$ cat config.mk
export PLATFORM = sky130hd
export DESIGN_NAME = apb_req_arbiter
export DESIGN_NICKNAME = d
export VERILOG_FILES = /design/src/rtl/apb_arb_pkg.sv /design/src/rtl/apb_rr_picker.sv /design/src/rtl/apb_req_arbiter.sv
export SDC_FILE = /design/constraint.sdc
export NUM_CORES = 1
export LEC_CHECK = 0
export CORE_ASPECT_RATIO = 2
export CORE_MARGIN = 2
export CORE_UTILIZATION = 30
export DETAILED_ROUTE_END_ITERATION = 12
export GPL_ROUTABILITY_DRIVEN = 0
export PLACE_DENSITY = 0.83
export SLEW_MARGIN = 10
export SYNTH_ARGS = -nofsm -noshare
export SYNTH_HDL_FRONTEND = slang
export SYNTH_SLANG_ARGS = --single-unit
export TNS_END_PERCENT = 30
$ cat constraint.sdc
create_clock -name PCLK -period 1.5 [get_ports PCLK]
set_input_delay 0.225 -clock PCLK [delete_from_list [all_inputs] [get_ports PCLK]]
set_output_delay 0.225 -clock PCLK [all_outputs]
set_load 0.02 [all_outputs]
$ cat src/rtl/apb_arb_pkg.sv
// Shared types and constants for the two-requester APB command arbiter.
// Optional feature macro: APB_ARB_RR_EN (round-robin tie breaking).
package apb_arb_pkg;

   localparam int unsigned NUM_REQ            = 2;
   localparam int unsigned DEF_DATA_WIDTH     = 32;
   localparam int unsigned DEF_ADDRESS_WIDTH  = 4;
   localparam int unsigned DEF_STRB_WIDTH     = 4;

   typedef enum logic [1:0] {
      IDLE = 2'd0,
      WAIT = 2'd1,
      RESP = 2'd2
   } arb_state_e;

endpackage

$ cat src/rtl/apb_rr_picker.sv
// Two-way request picker.
// With APB_ARB_RR_EN defined a tie goes to the requester not served last and a
// one-bit pointer remembers the last winner; otherwise requester 0 always wins a
// tie and no pointer exists.
module apb_rr_picker (
   input  logic       clk,
   input  logic       rst_n,
   input  logic [1:0] req,
   input  logic       take,
   output logic       winner
);

`ifdef APB_ARB_RR_EN
   logic last_q;

   // Remember the last served requester at every accepted grant.
   always_ff @(posedge clk or negedge rst_n) begin
      if (!rst_n) begin
         last_q <= 1'b1;
      end else if (take && (|req)) begin
         last_q <= winner;
      end
   end

   // Tie goes to the requester that was not served last.
   always_comb begin
      winner = req[1];
      if (req == 2'b11) begin
         winner = ~last_q;
      end
   end
`else
   // Clock, reset and take are only needed by the pointer.
   logic unused_ptr_inputs;
   assign unused_ptr_inputs = clk ^ rst_n ^ take;

   // Requester 0 has fixed priority.
   always_comb begin
      winner = ~req[0] & req[1];
   end
`endif

endmodule

$ cat src/rtl/apb_req_arbiter.sv
// Arbitrates two request ports onto a single APB_MASTER command interface.
// One transfer in flight at a time: IDLE -> WAIT (grant, command issued) ->
// RESP (one-cycle completion pulse) -> IDLE.
// Optional feature macro: APB_ARB_RR_EN (round-robin tie breaking in the picker).
module apb_req_arbiter
   import apb_arb_pkg::*;
#(
   parameter int unsigned DATA_WIDTH    = DEF_DATA_WIDTH,
   parameter int unsigned ADDRESS_WIDTH = DEF_ADDRESS_WIDTH,
   parameter int unsigned STRB_WIDTH    = DEF_STRB_WIDTH
) (
   input  logic                            PCLK,
   input  logic                            PRESETn,
   input  logic [NUM_REQ-1:0]              REQ_VALID,
   input  logic [NUM_REQ-1:0]              REQ_WRITE,
   input  logic [NUM_REQ*ADDRESS_WIDTH-1:0] REQ_ADDR,
   input  logic [NUM_REQ*DATA_WIDTH-1:0]   REQ_WDATA,
   input  logic [NUM_REQ*STRB_WIDTH-1:0]   REQ_STRB,
   output logic [NUM_REQ-1:0]              REQ_GNT,
   output logic [NUM_REQ-1:0]              RSP_VALID,
   output logic [DATA_WIDTH-1:0]           RSP_RDATA,
   output logic                            RSP_SLVERR,
   output logic                            Transfer,
   output logic [ADDRESS_WIDTH-1:0]        IN_ADDR,
   output logic [DATA_WIDTH-1:0]           IN_DATA,
   output logic                            IN_WRITE,
   output logic [STRB_WIDTH-1:0]           IN_STRB,
   input  logic                            PENABLE,
   input  logic                            PREADY,
   input  logic [DATA_WIDTH-1:0]           OUT_RDATA,
   input  logic                            OUT_SLVERR
);

   arb_state_e state_q, state_d;

   logic                     owner_q;
   logic                     gnt_q;
   logic [ADDRESS_WIDTH-1:0] in_addr_q;
   logic [DATA_WIDTH-1:0]    in_data_q;
   logic                     in_write_q;
   logic [STRB_WIDTH-1:0]    in_strb_q;

   logic winner;
   logic take;
   logic apb_done;

   assign take     = (state_q == IDLE) && (|REQ_VALID);
   assign apb_done = PENABLE & PREADY;

   apb_rr_picker u_picker (
      .clk    (PCLK),
      .rst_n  (PRESETn),
      .req    (REQ_VALID),
      .take   (take),
      .winner (winner)
   );

   // State register.
   always_ff @(posedge PCLK or negedge PRESETn) begin
      if (!PRESETn) begin
         state_q <= IDLE;
      end else begin
         state_q <= state_d;
      end
   end

   // Next-state: grant from IDLE, wait for the APB access to complete, report once.
   always_comb begin
      state_d = state_q;
      unique case (state_q)
         IDLE:    if (|REQ_VALID) state_d = WAIT;
         WAIT:    if (apb_done)   state_d = RESP;
         RESP:    state_d = IDLE;
         default: state_d = IDLE;
      endcase
   end

   // Capture the winner's command at grant; it stays put until the next grant.
   always_ff @(posedge PCLK or negedge PRESETn) begin
      if (!PRESETn) begin
         owner_q    <= 1'b0;
         gnt_q      <= 1'b0;
         in_addr_q  <= '0;
         in_data_q  <= '0;
         in_write_q <= 1'b0;
         in_strb_q  <= '0;
      end else begin
         gnt_q <= take;
         if (take) begin
            owner_q    <= winner;
            in_write_q <= REQ_WRITE[winner];
            in_addr_q  <= winner ? REQ_ADDR[2*ADDRESS_WIDTH-1:ADDRESS_WIDTH]
                                 : REQ_ADDR[ADDRESS_WIDTH-1:0];
            in_data_q  <= winner ? REQ_WDATA[2*DATA_WIDTH-1:DATA_WIDTH]
                                 : REQ_WDATA[DATA_WIDTH-1:0];
            in_strb_q  <= winner ? REQ_STRB[2*STRB_WIDTH-1:STRB_WIDTH]
                                 : REQ_STRB[STRB_WIDTH-1:0];
         end
      end
   end

   // Outputs; Transfer drops as soon as the access completes so no second transfer starts.
   always_comb begin
      Transfer   = (state_q == WAIT) & ~apb_done;
      REQ_GNT    = '0;
      RSP_VALID  = '0;
      RSP_RDATA  = '0;
      RSP_SLVERR = 1'b0;
      if (gnt_q) begin
         REQ_GNT = owner_q ? 2'b10 : 2'b01;
      end
      if (state_q == RESP) begin
         RSP_VALID  = owner_q ? 2'b10 : 2'b01;
         RSP_SLVERR = OUT_SLVERR;
         if (!in_write_q) begin
            RSP_RDATA = OUT_RDATA;
         end
      end
   end

   assign IN_ADDR  = in_addr_q;
   assign IN_DATA  = in_data_q;
   assign IN_WRITE = in_write_q;
   assign IN_STRB  = in_strb_q;

endmodule

==> results.md, run 1 <==
- Peak fanout along the critical path: 11
- CP Data Required Time: 1270 ps
- Tightest Pin Transition: 479 ps
- Number of port buffers: 199
- Total power: 7.40 mW
- Normalized max-slew margin: 68.0%
- Clock insertion delay at the later pin of the skew report: 290 ps
- Critical Path Slowest Stage Cell: sky130_fd_sc_hd__dfrtp_1
- Worst setup path class: reg -> out
- Top library cells by usage in the layout, fill and taps aside: sky130_fd_sc_hd__clkdlybuf4s50_1 (124), sky130_fd_sc_hd__nand2_1 (71), sky130_fd_sc_hd__dfrtp_1 (45)
- Top area cells in the synthesized netlist: sky130_fd_sc_hd__dfrtp_1 (42%), sky130_fd_sc_hd__mux2_4 (21%), sky130_fd_sc_hd__nand2_1 (10%)
- Combinational power share: 54.7%
- Data arrival time of the critical path: 1390 ps
- Layout Area Growth over Synthesis: 94.4%
- CTS H-tree depth: 2
- Setup repair after global routing missed its margin: yes
- Yosys cell types: 20
- WL/cell: 15.8 um
- Initial standard-cell utilization of the core: 30.7%
- Total core area: 8650 sq um
- Setup WS pre-CTS: -385 ps
- Violation count after the first detailed-routing iteration: 56
- Tightest Hold Check Type: in -> async
- Run status: complete, but fails checks
- Max-cap violation count: 0
- Kind of end point of the critical path: output pin
- Vias in the first global route: 2791
- Largest net degree at the start of global routing: 27
- Row count: 48
- Power density of the placed cells: 1430 nW/um^2
- Post-Synthesis Cells: 268
- Die boundary height: 137 um
- Post-detail-place hpwl: 7.06 mm
- CTS sink cnt: 45
- Number of clock buffers inserted by TritonCTS: 5
- Horiz. Die Dim: 70.6 um
- Internal Dissipation: 4.83 mW
- Time the final worst path needs with I/O delays and setup: 1620 ps
- Most used cell, CP: sky130_fd_sc_hd__buf_6
- Switching Power: 2.57 mW
- Reg-to-reg critical path endpoint: IN_DATA[13]
- Worst-case clock buffer depth: 2
- Worst clock skew: 5.46 ps
- Period utilisation layout: 108%
- Die area: 9670 sq um
- Placed Cells incl. Taps: 562
- Leakage: 2.63 nW
- Top achievable clock speed: 618 MHz
- Crit path largest cell delay: 380 ps
- Final #Nets: 594
- Max rail drop VDD: 1.21 mV
- Cell depth of the worst flop-to-flop path: 5
- Final setup violation count: 74
- Routed wire length: 9.06 mm
- Library cell occupying the most area in the post-synthesis netlist: sky130_fd_sc_hd__dfrtp_1
- Overall track demand over capacity in global routing: 18.5%
- Chain of cells forming the critical path: nand2b_4, nor2_4, buf_6, and2_1, buf_6
- Switching part of the total: 34.7%
- Antenna diode instance count: 0
- CTS clk-pin slew, worst paths: 60 ps
- Violations in the final reports: negative setup slack
- Endpoints failing hold: 0
- Total congestion overflow after global routing: 0
- Post-detailed-route DRC marker count: 0
- Flop and latch count out of synthesis: 45
- Post-layout instance count excluding filler cells: 574
- Launching point of the worst reg2reg path: state_q[0]
- Proportion of power drawn by flip-flops and latches: 28.4%
- Number of antenna violations at the first check in global routing: 0
- Number of pins with negative max-slew slack in the final report: 0
- Count of antenna-violating nets left after detailed routing: 0
- Number of vias after detailed routing: 2636
- Number of iterations in the first detailed-routing pass: 4
- CTS tree: yes
- I/O pin count: 200
- Layout cells sized above 1: 27.0%
- Average via count per standard cell: 4.59
- Nature of the critical path startpoint: flop
- Syn nets: 389
- Most common cell after layout, fill and taps aside: sky130_fd_sc_hd__clkdlybuf4s50_1
- Root Buffer: sky130_fd_sc_hd__clkbuf_16
- PnR worst setup slack: -118 ps
- Worst reg-to-reg setup slack: -100 ps
- Final core utilization: 59.7%
- Yosys top cell area share: 42.4%
- Total standard cell area after synthesis: 2660 sq um
- Filler cell count in the final layout: 717
- Sequential element share of the synthesized area: 42.4%
- Clock Power Share: 16.9%
- First-pass GRT wire length: 13.9 mm
- Synthesized area divided by synthesized cell count: 9.92 sq um
- Warnings, synthesis: 0
## state kept, by name, summed over array words and instances, names as in the netlist
name	flops
state_q	2
IN_ADDR	4
gnt_q	1
IN_STRB	4
IN_DATA	32
IN_WRITE	1
owner_q	1
## timing repair
item                       in CTS  in global routing
buffers inserted                0                  1
pin swaps                      12                  2
hold buffers                    1                  0
setup endpoints to repair      90                 99
gates resized for setup       237                 46
cloned                          2                  0
hold endpoints to repair       19                  0
## synth_stat cells
| cell type | count |
|---|---|
| sky130_fd_sc_hd__nand2_1 | 71 |
| sky130_fd_sc_hd__dfrtp_1 | 45 |
| sky130_fd_sc_hd__mux2_4 | 38 |
| sky130_fd_sc_hd__o21ai_0 | 35 |
| sky130_fd_sc_hd__and2_1 | 33 |
| sky130_fd_sc_hd__clkbuf_1 | 7 |
| sky130_fd_sc_hd__nor2_1 | 6 |
| sky130_fd_sc_hd__buf_2 | 5 |
| sky130_fd_sc_hd__buf_6 | 5 |
| sky130_fd_sc_hd__a22o_1 | 4 |
| sky130_fd_sc_hd__a21oi_1 | 3 |
| sky130_fd_sc_hd__buf_4 | 3 |
| sky130_fd_sc_hd__mux2_2 | 3 |
| sky130_fd_sc_hd__inv_1 | 2 |
| sky130_fd_sc_hd__mux2_1 | 2 |
| sky130_fd_sc_hd__nand2b_1 | 2 |
| sky130_fd_sc_hd__nor2b_1 | 1 |
| sky130_fd_sc_hd__nor2b_4 | 1 |
| sky130_fd_sc_hd__o21a_1 | 1 |
| sky130_fd_sc_hd__or2_1 | 1 |
## power groups by stage
stage               registers [mW]  logic [mW]  clock network (mW)
CTS                           2.13        4.09                1.29
floorplan                     2.72        1.62                   0
detailed placement            2.13        4.12                   0
global placement              2.10        4.07                   0
global route                  2.18        4.26                1.34
finish                        2.10        4.05                1.25
## layout make-up
class	instances	area, sq um	area share (%)
repair buffers	218	2270	43.9
multi-input cells	201	1470	28.4
flip-flops and latches	45	1130	21.8
clock buffers	5	125	2.42
well taps	100	125	2.42
clock inverters	3	43.8	0.848
inverters	2	7.51	0.145
## worst max path at each step
| stage | startpoint | to | slack, ps | cells after the start |
|---|---|---|---|---|
| global placement | state_q[0] | RSP_RDATA[20] | -300 | 5 |
| floorplan | state_q[0] | RSP_RDATA[10] | 80 | 4 |
| detailed placement | state_q[0] | RSP_RDATA[0] | -380 | 5 |
| CTS | state_q[0] | RSP_RDATA[23] | -150 | 5 |
| finish | state_q[0] | RSP_RDATA[15] | -120 | 5 |
| global route | state_q[0] | RSP_RDATA[21] | -190 | 5 |
## layer usage
metal  vias to the layer above  wire (um)  part of all wire (%)  GRT usage [%]
li1                       1292          -                     -              -
met1                      1221       3110                    34           18.9
met2                       109       5270                    58           36.9
met3                        14        496                   5.5           3.31
met4                         0        181                   2.0           5.77
met5                         -          0                     0              0
## cells by family (layout without fill, tap and decap cells)
logic type | count (synthesis) | in the layout | synth area share [%]
buffers and inverters | 22 | 228 | 5.18
muxes | 43 | 43 | 23.6
and+or+nand+nor | 115 | 115 | 20.1
AOI/OAI and AO/OA | 43 | 43 | 8.76
DFF | 45 | 45 | 42.4
## through the flow
step / hold slack [ps] / TNS (ps) / cell area [sq um]
after floorplan: -70.6 / 0 / 2660
after global placement: 209 / -14570 / 4790
after detailed placement: 214 / -16890 / 4790
after CTS: 454 / -8190 / 5020
after global routing: 478 / -11130 / 5160
final: 439 / -5070 / 5160
## worst max-delay path: cells and delay by family, from the launching register on
kind / cells / cell delay, ps
buffers and inverters: 2 / 270
flip-flops: 1 / 380
AND/OR/NAND/NOR: 3 / 450
Note: power is estimated with default switching activity, not from simulation.
==> inputs of run 2 (changes only) <==
Settings changed: CTS_BUF_LIST from default to sky130_fd_sc_hd__clkbuf_16, PLACE_DENSITY 0.83 to 0.75.
==> run 2 against run 1 <==
The run still ends with negative setup slack left. Power rose by 5.9%. Sequential power barely moved. Register-to-register slack got worse by 20 ps. Critical path depth did not move. Routed wire length rose by 7.1%. Core utilization rose by 2.1 points. Final area rose by 3.5%. Critical path type unchanged. Critical endpoint is now RSP_RDATA[30]. Largest power group unchanged.
==> results.md, run 2 (synthesis gave the netlist of run 1 again) <==
- Run status: complete, but fails checks
- Violations in the final reports: negative setup slack
- Endpoints failing hold: 0 (unchanged)
- Sequential cell area: 1130 sq um (+0.11%)
- Vias in the first global route: 2858 (+2.4%)
- Filler cell count in the final layout: 708 (-1.3%)
- Multi-input gate area: 1530 sq um (+3.9%)
- Post-detailed-route DRC marker count: 0 (unchanged)
- Proportion of power drawn by flip-flops and latches: 26.8% (-1.6 points)
- Routed wire length: 9.70 mm (+7.1%)
- Leakage: 2.70 nW (+2.6%)
- Average via count per standard cell: 4.63 (+0.92%)
- Worst clock skew: 4.22 ps (-1.24 ps)
- Antenna diode instance count: 0 (unchanged)
- Final #Nets: 603 (+1.5%)
- Launching point of the worst reg2reg path: state_q[0]
- Initial standard-cell utilization of the core: 30.7% (unchanged)
- Post-layout instance count excluding filler cells: 583 (+1.6%)
- Total core area: 8650 sq um (unchanged)
- CTS H-tree depth: 2 (unchanged)
- Number of port buffers: 199 (unchanged)
- Total power: 7.84 mW (+5.9%)
- Root Buffer: sky130_fd_sc_hd__clkbuf_16
- Die area: 9670 sq um (unchanged)
- Post-place instance area: 4800 sq um (+0.31%)
- Switching Power: 2.63 mW (+2.4%)
- Largest net degree at the start of global routing: 48 (+78%)
- Post-detail-place hpwl: 7.09 mm (+0.37%)
- CTS tree: yes
- Max-cap violation count: 0 (unchanged)
- Horiz. Die Dim: 70.6 um (unchanged)
- Internal Dissipation: 5.21 mW (+7.8%)
- Row count: 48 (unchanged)
- Top library cells by usage in the layout, fill and taps aside: sky130_fd_sc_hd__clkdlybuf4s50_1 (125), sky130_fd_sc_hd__nand2_1 (71), sky130_fd_sc_hd__dfrtp_1 (44)
- Number of clock buffers inserted by TritonCTS: 5 (unchanged)
- Clock Power Share: 17.9% (+1.0 points)
- Kind of end point of the critical path: output pin
- Worst setup path class: reg -> out
- WL/cell: 16.6 um (+5.5%)
- Cell depth of the worst flop-to-flop path: 6 (+1)
- CTS sink cnt: 45 (unchanged)
- CTS clk-pin slew, worst paths: 60 ps (about the same)
- Reg-to-reg critical path endpoint: IN_DATA[13]
- Number of pins with negative max-slew slack in the final report: 0 (unchanged)
- Total congestion overflow after global routing: 0 (unchanged)
- Normalized max-slew margin: 72.2% (+4.2 points)
- Worst-case clock buffer depth: 2 (unchanged)
- I/O pin count: 200 (unchanged)
- Layout Area Growth over Synthesis: 101%
- Period utilisation layout: 109% (+1.6 points)
- Nature of the critical path startpoint: flop
- Time the final worst path needs with I/O delays and setup: 1640 ps (+23.7 ps)
- Tightest Pin Transition: 416 ps (-63.0 ps)
- Overall track demand over capacity in global routing: 19.2% (+0.77 points)
- Setup repair after global routing missed its margin: yes
- Layout cells sized above 1: 32.1% (+5.1 points)
- Power density of the placed cells: 1470 nW/um^2 (+2.3%)
- Switching part of the total: 33.6% (-1.2 points)
- Post-route cell area: 5350 sq um (+3.5%)
- Number of antenna violations at the first check in global routing: 0 (unchanged)
- Setup WS pre-CTS: -402 ps (-17.0 ps)
- Tightest Hold Check Type: in -> async
- Placed Cells incl. Taps: 564 (+0.36%)
- Max rail drop VDD: 0.968 mV (-20%)
- Flip-flop count of the largest register, all copies and words added: 32 (unchanged)
- Clock insertion delay at the later pin of the skew report: 280 ps (about the same)
- CP Data Required Time: 1270 ps (about the same)
- Violation count after the first detailed-routing iteration: 70 (+25%)
- Combinational power share: 55.3% (+0.6 points)
- Data arrival time of the critical path: 1420 ps (+30 ps)
- First-pass GRT wire length: 14.5 mm (+4.2%)
- Worst reg-to-reg setup slack: -120 ps (-20 ps)
- Count of antenna-violating nets left after detailed routing: 0 (unchanged)
- Most common cell after layout, fill and taps aside: sky130_fd_sc_hd__clkdlybuf4s50_1
- Die boundary height: 137 um (unchanged)
- Peak fanout along the critical path: 8 (-3)
- Final core utilization: 61.8% (+2.1 points)
- Final setup violation count: 74 (unchanged)
- PnR worst setup slack: -142 ps (-23.7 ps)
- Number of vias after detailed routing: 2702 (+2.5%)
- Number of iterations in the first detailed-routing pass: 4 (unchanged)
- Top achievable clock speed: 609 MHz (-1.4%)
run 2: area by class of cell:
class,count,area share (%)
clock buffer,5,2.34
timing repair buffer,227,44.3
inverter,2,0.140
multi-input combinational,201,28.6
tap,100,2.34
sequential,45,21.1
clock inverter,3,1.22
run 2: worst max-delay path: stages (launching register included):
cell                       delay, ps
sky130_fd_sc_hd__dfrtp_1         370
sky130_fd_sc_hd__nand2b_4        150
sky130_fd_sc_hd__nor2_4          170
sky130_fd_sc_hd__buf_6           170
sky130_fd_sc_hd__and2_4          150
sky130_fd_sc_hd__buf_6           120
run 2: worst max path at each step:
stage | cells past startpoint | slack (ps) | end | start
after floorplan | 4 | 80 | RSP_RDATA[10] | state_q[0]
after global placement | 5 | -380 | RSP_RDATA[30] | state_q[0]
after detailed placement | 5 | -400 | RSP_RDATA[30] | state_q[0]
after CTS | 5 | -160 | RSP_RDATA[30] | state_q[0]
after global routing | 6 | -210 | IN_DATA[13] | state_q[0]
final | 5 | -140 | RSP_RDATA[30] | state_q[0]
run 2: metrics by stage:
step	TNS (ps)	hold slack (ps)
after floorplan	0	-70.6
after global placement	-18290	172
after detailed placement	-18770	183
after CTS	-8860	441
after global routing	-11750	487
final	-6650	439
run 2: power by group through the flow:
stage	registers, mW	logic [mW]	clock network [mW]
2_1_floorplan	2.72	1.62	0
3_3_place_gp	2.09	4.10	0
6_report	2.10	4.34	1.40
5_1_grt	2.18	4.59	1.48
4_1_cts	2.11	4.12	1.45
3_5_place_dp	2.10	4.15	0
run 2: repair_timing:
item	4_1_cts	5_1_grt
resized for setup	259	46
endpoints found under the setup margin	92	97
endpoints found under the hold margin	16	0
hold buffers	1	0
gates cloned	3	3
buffers inserted	0	4
pin swaps	28	8
run 2: per-layer routing:
metal / share of wire (%) / wire, um / track usage [%]
met5: 0 / 0 / 0
met3: 6.0 / 586 / 3.83
met2: 55 / 5340 / 34.9
met4: 2.6 / 256 / 7.13
met1: 36 / 3520 / 22.1
==> inputs of run 3 (changes only) <==
Settings changed: DONT_BUFFER_PORTS from default to 1, PLACE_DENSITY 0.75 to 0.46.
==> run 3 against run 2 <==
Combinational power shrank 56%. Fmax increased by 6.4%. Clock skew is 0.80 ps lower. The run still ends with negative setup slack left. Sequential share of layout area grew 16 points. Clock power shrank 11%. Core utilization shrank 26 points.
==> results.md, run 3 (synthesis gave the netlist of run 1 again) <==
- Combinational power share: 31.9% (-23 points)
- Clock Power Share: 20.5% (+2.6 points)
- Proportion of power drawn by flip-flops and latches: 47.6% (+21 points)
- Switching part of the total: 37.8% (+4.2 points)
- WL/cell: 19.3 um (+16%)
- Time the final worst path needs with I/O delays and setup: 1540 ps (-98.7 ps)
- M1 wire length: 2.57 mm (-27%)
- CTS sink cnt: 45 (unchanged)
- Layout Area Growth over Synthesis: 14.9%
- Tightest Hold Check Type: in -> reg
- Reg-to-reg critical path endpoint: IN_DATA[13]
- I/O pin count: 200 (unchanged)
- CTS H-tree depth: 2 (unchanged)
- Min-Delay Startpoint: REQ_VALID[0]
- Power density of the placed cells: 1970 nW/um^2 (+34%)
- Leakage: 1.43 nW (-47%)
- Antenna diode instance count: 0 (unchanged)
- Number of antenna violations at the first check in global routing: 0 (unchanged)
- Normalized max-slew margin: 72.9% (+0.65 points)
- Nature of the critical path startpoint: flop
- Hold slack final: 37.7 ps (-401 ps)
- Total length of routed met2 wires: 3.83 mm (-28%)
- Sequential cell area: 1130 sq um (-0.11%)
- Number of vias after detailed routing: 1866 (-31%)
- Count of antenna-violating nets left after detailed routing: 0 (unchanged)
- Most common cell after layout, fill and taps aside: sky130_fd_sc_hd__nand2_1
- Number of port buffers: 0 (-100%)
- Run status: complete, but fails checks
- Total power: 6.02 mW (-23%)
- Final core utilization: 35.3% (-26 points)
- Violation count after the first detailed-routing iteration: 39 (-44%)
- Number of pins with negative max-slew slack in the final report: 0 (unchanged)
- Data arrival time of the critical path: 1320 ps (-100 ps)
- Cell depth of the worst flop-to-flop path: 4 (-2)
- Row count: 48 (unchanged)
- Violations in the final reports: negative setup slack
- Number of iterations in the first detailed-routing pass: 4 (unchanged)
- Period utilisation layout: 103% (-6.6 points)
- Highest metal layer with signal wires: met4
- Root Buffer: sky130_fd_sc_hd__clkbuf_16
- Setup repair after global routing missed its margin: yes
- Average via count per standard cell: 5.08 (+9.7%)
- Flip-flop count of the largest register, all copies and words added: 32 (unchanged)
- Total core area: 8650 sq um (unchanged)
- Initial standard-cell utilization of the core: 30.7% (unchanged)
- Top achievable clock speed: 648 MHz (+6.4%)
- Number of clock buffers inserted by TritonCTS: 5 (unchanged)
- Overall track demand over capacity in global routing: 14.0% (-5.2 points)
- Horiz. Die Dim: 70.6 um (unchanged)
- Die area: 9670 sq um (unchanged)
- Final setup violation count: 32 (-57%)
- Post-detail-place hpwl: 5.25 mm (-26%)
- Post-route cell area: 3050 sq um (-43%)
- Endpoints failing hold: 0 (unchanged)
- Tightest Pin Transition: 406 ps (-10.6 ps)
- Sink of the worst hold path: owner_q
- Filler cell count in the final layout: 890 (+26%)
- Layout cells sized above 1: 36.3% (+4.2 points)
- Die boundary height: 137 um (unchanged)
- Final #Nets: 387 (-36%)
- Worst clock skew: 3.42 ps (-0.805 ps)
- Setup WS pre-CTS: 47.2 ps (+449 ps)
- Total congestion overflow after global routing: 0 (unchanged)
- Max-cap violation count: 0 (unchanged)
- Vias in the first global route: 1873 (-34%)
- Kind of end point of the critical path: output pin
- PnR worst setup slack: -43.5 ps (+98.7 ps)
- Worst setup path class: reg -> out
- Post-detailed-route DRC marker count: 0 (unchanged)
- Worst-case clock buffer depth: 2 (unchanged)
- Internal Dissipation: 3.74 mW (-28%)
- Peak fanout along the critical path: 10 (+2)
- Worst hold path stage count: 1
- Top library cells by usage in the layout, fill and taps aside: sky130_fd_sc_hd__nand2_1 (71), sky130_fd_sc_hd__dfrtp_1 (45), sky130_fd_sc_hd__mux2_4 (38)
- First-pass GRT wire length: 10.3 mm (-29%)
- Largest net degree at the start of global routing: 78 (+63%)
- CP Data Required Time: 1270 ps (about the same)
- Max rail drop VDD: 0.903 mV (-6.7%)
- Switching Power: 2.28 mW (-14%)
- Worst reg-to-reg setup slack: 10 ps (+130 ps)
- Met3 wire len: 508 um (-13%)
- CTS tree: yes
- Multi-input gate area: 1490 sq um (-2.6%)
- Clock insertion delay at the later pin of the skew report: 280 ps (about the same)
- Launching point of the worst reg2reg path: state_q[1]
- Post-place instance area: 2740 sq um (-43%)
- CTS clk-pin slew, worst paths: 60 ps (about the same)
- Routed wire length: 7.09 mm (-27%)
run 3: cell count changes in the layout (fill, tap and decap cells not counted), moves of 3 or more:
cell                              change
sky130_fd_sc_hd__clkdlybuf4s50_1    -125
sky130_fd_sc_hd__buf_4               -12
sky130_fd_sc_hd__buf_6               -39
sky130_fd_sc_hd__and2_2               +9
sky130_fd_sc_hd__and2_4               -8
sky130_fd_sc_hd__dlymetal6s2s_1      -21
sky130_fd_sc_hd__dlygate4sd2_1       -15
sky130_fd_sc_hd__nor2_4               -3
run 3: timing repair:
item / CTS / global route
hold buffers: 2 / 0
endpoints found under the hold margin: 45 / 0
setup buffers: 0 / 0
pin swaps: 13 / 2
setup endpoints to repair: 35 / 67
gates cloned: 1 / 0
gates resized for setup: 64 / 1
run 3: through the flow:
stage	cells	setup TNS (ps)
global route	367	-4630
CTS	367	-3030
finish	367	-992
floorplan	268	0
detailed placement	356	0
global placement	356	0
run 3: how the worst max path moves through the flow:
stage	slack (ps)	startpoint	to	depth (start not counted)
floorplan	80	state_q[0]	RSP_RDATA[10]	4
global placement	80	state_q[1]	IN_DATA[12]	4
detailed placement	50	state_q[1]	IN_DATA[12]	4
CTS	-100	state_q[0]	RSP_RDATA[12]	4
global route	-130	state_q[0]	RSP_RDATA[27]	4
finish	-40	state_q[0]	RSP_RDATA[21]	4
run 3: layout make-up:
cell class,count,share of cell area [%]
Multi-Input combinational cell,201,48.7
Sequential cell,45,36.9
Timing Repair Buffer,11,4.63
Clock buffer,5,4.10
Tap cell,100,4.10
Clock inverter,3,1.39
Inverter,2,0.246
run 3: layer usage:
metal	global-route usage [%]	vias up
met1	16.2	882
li1	-	869
met3	2.95	12
met5	0	-
met2	24.7	103
met4	6.18	0
run 3: power groups by stage:
stage	Sequential [mW]	Clock, mW	Combinational, mW
after CTS	2.90	1.30	1.95
after global placement	2.91	0	1.79
after detailed placement	2.89	0	1.84
after global routing	2.94	1.36	2.07
after floorplan	2.72	0	1.62
final	2.87	1.24	1.92
run 3: worst max-delay path: stages (launching register included):
cell and delay (ps):
sky130_fd_sc_hd__dfrtp_1 390, sky130_fd_sc_hd__nand2b_4 160, sky130_fd_sc_hd__nor2_4 140, sky130_fd_sc_hd__buf_6 160
sky130_fd_sc_hd__and2_4 190
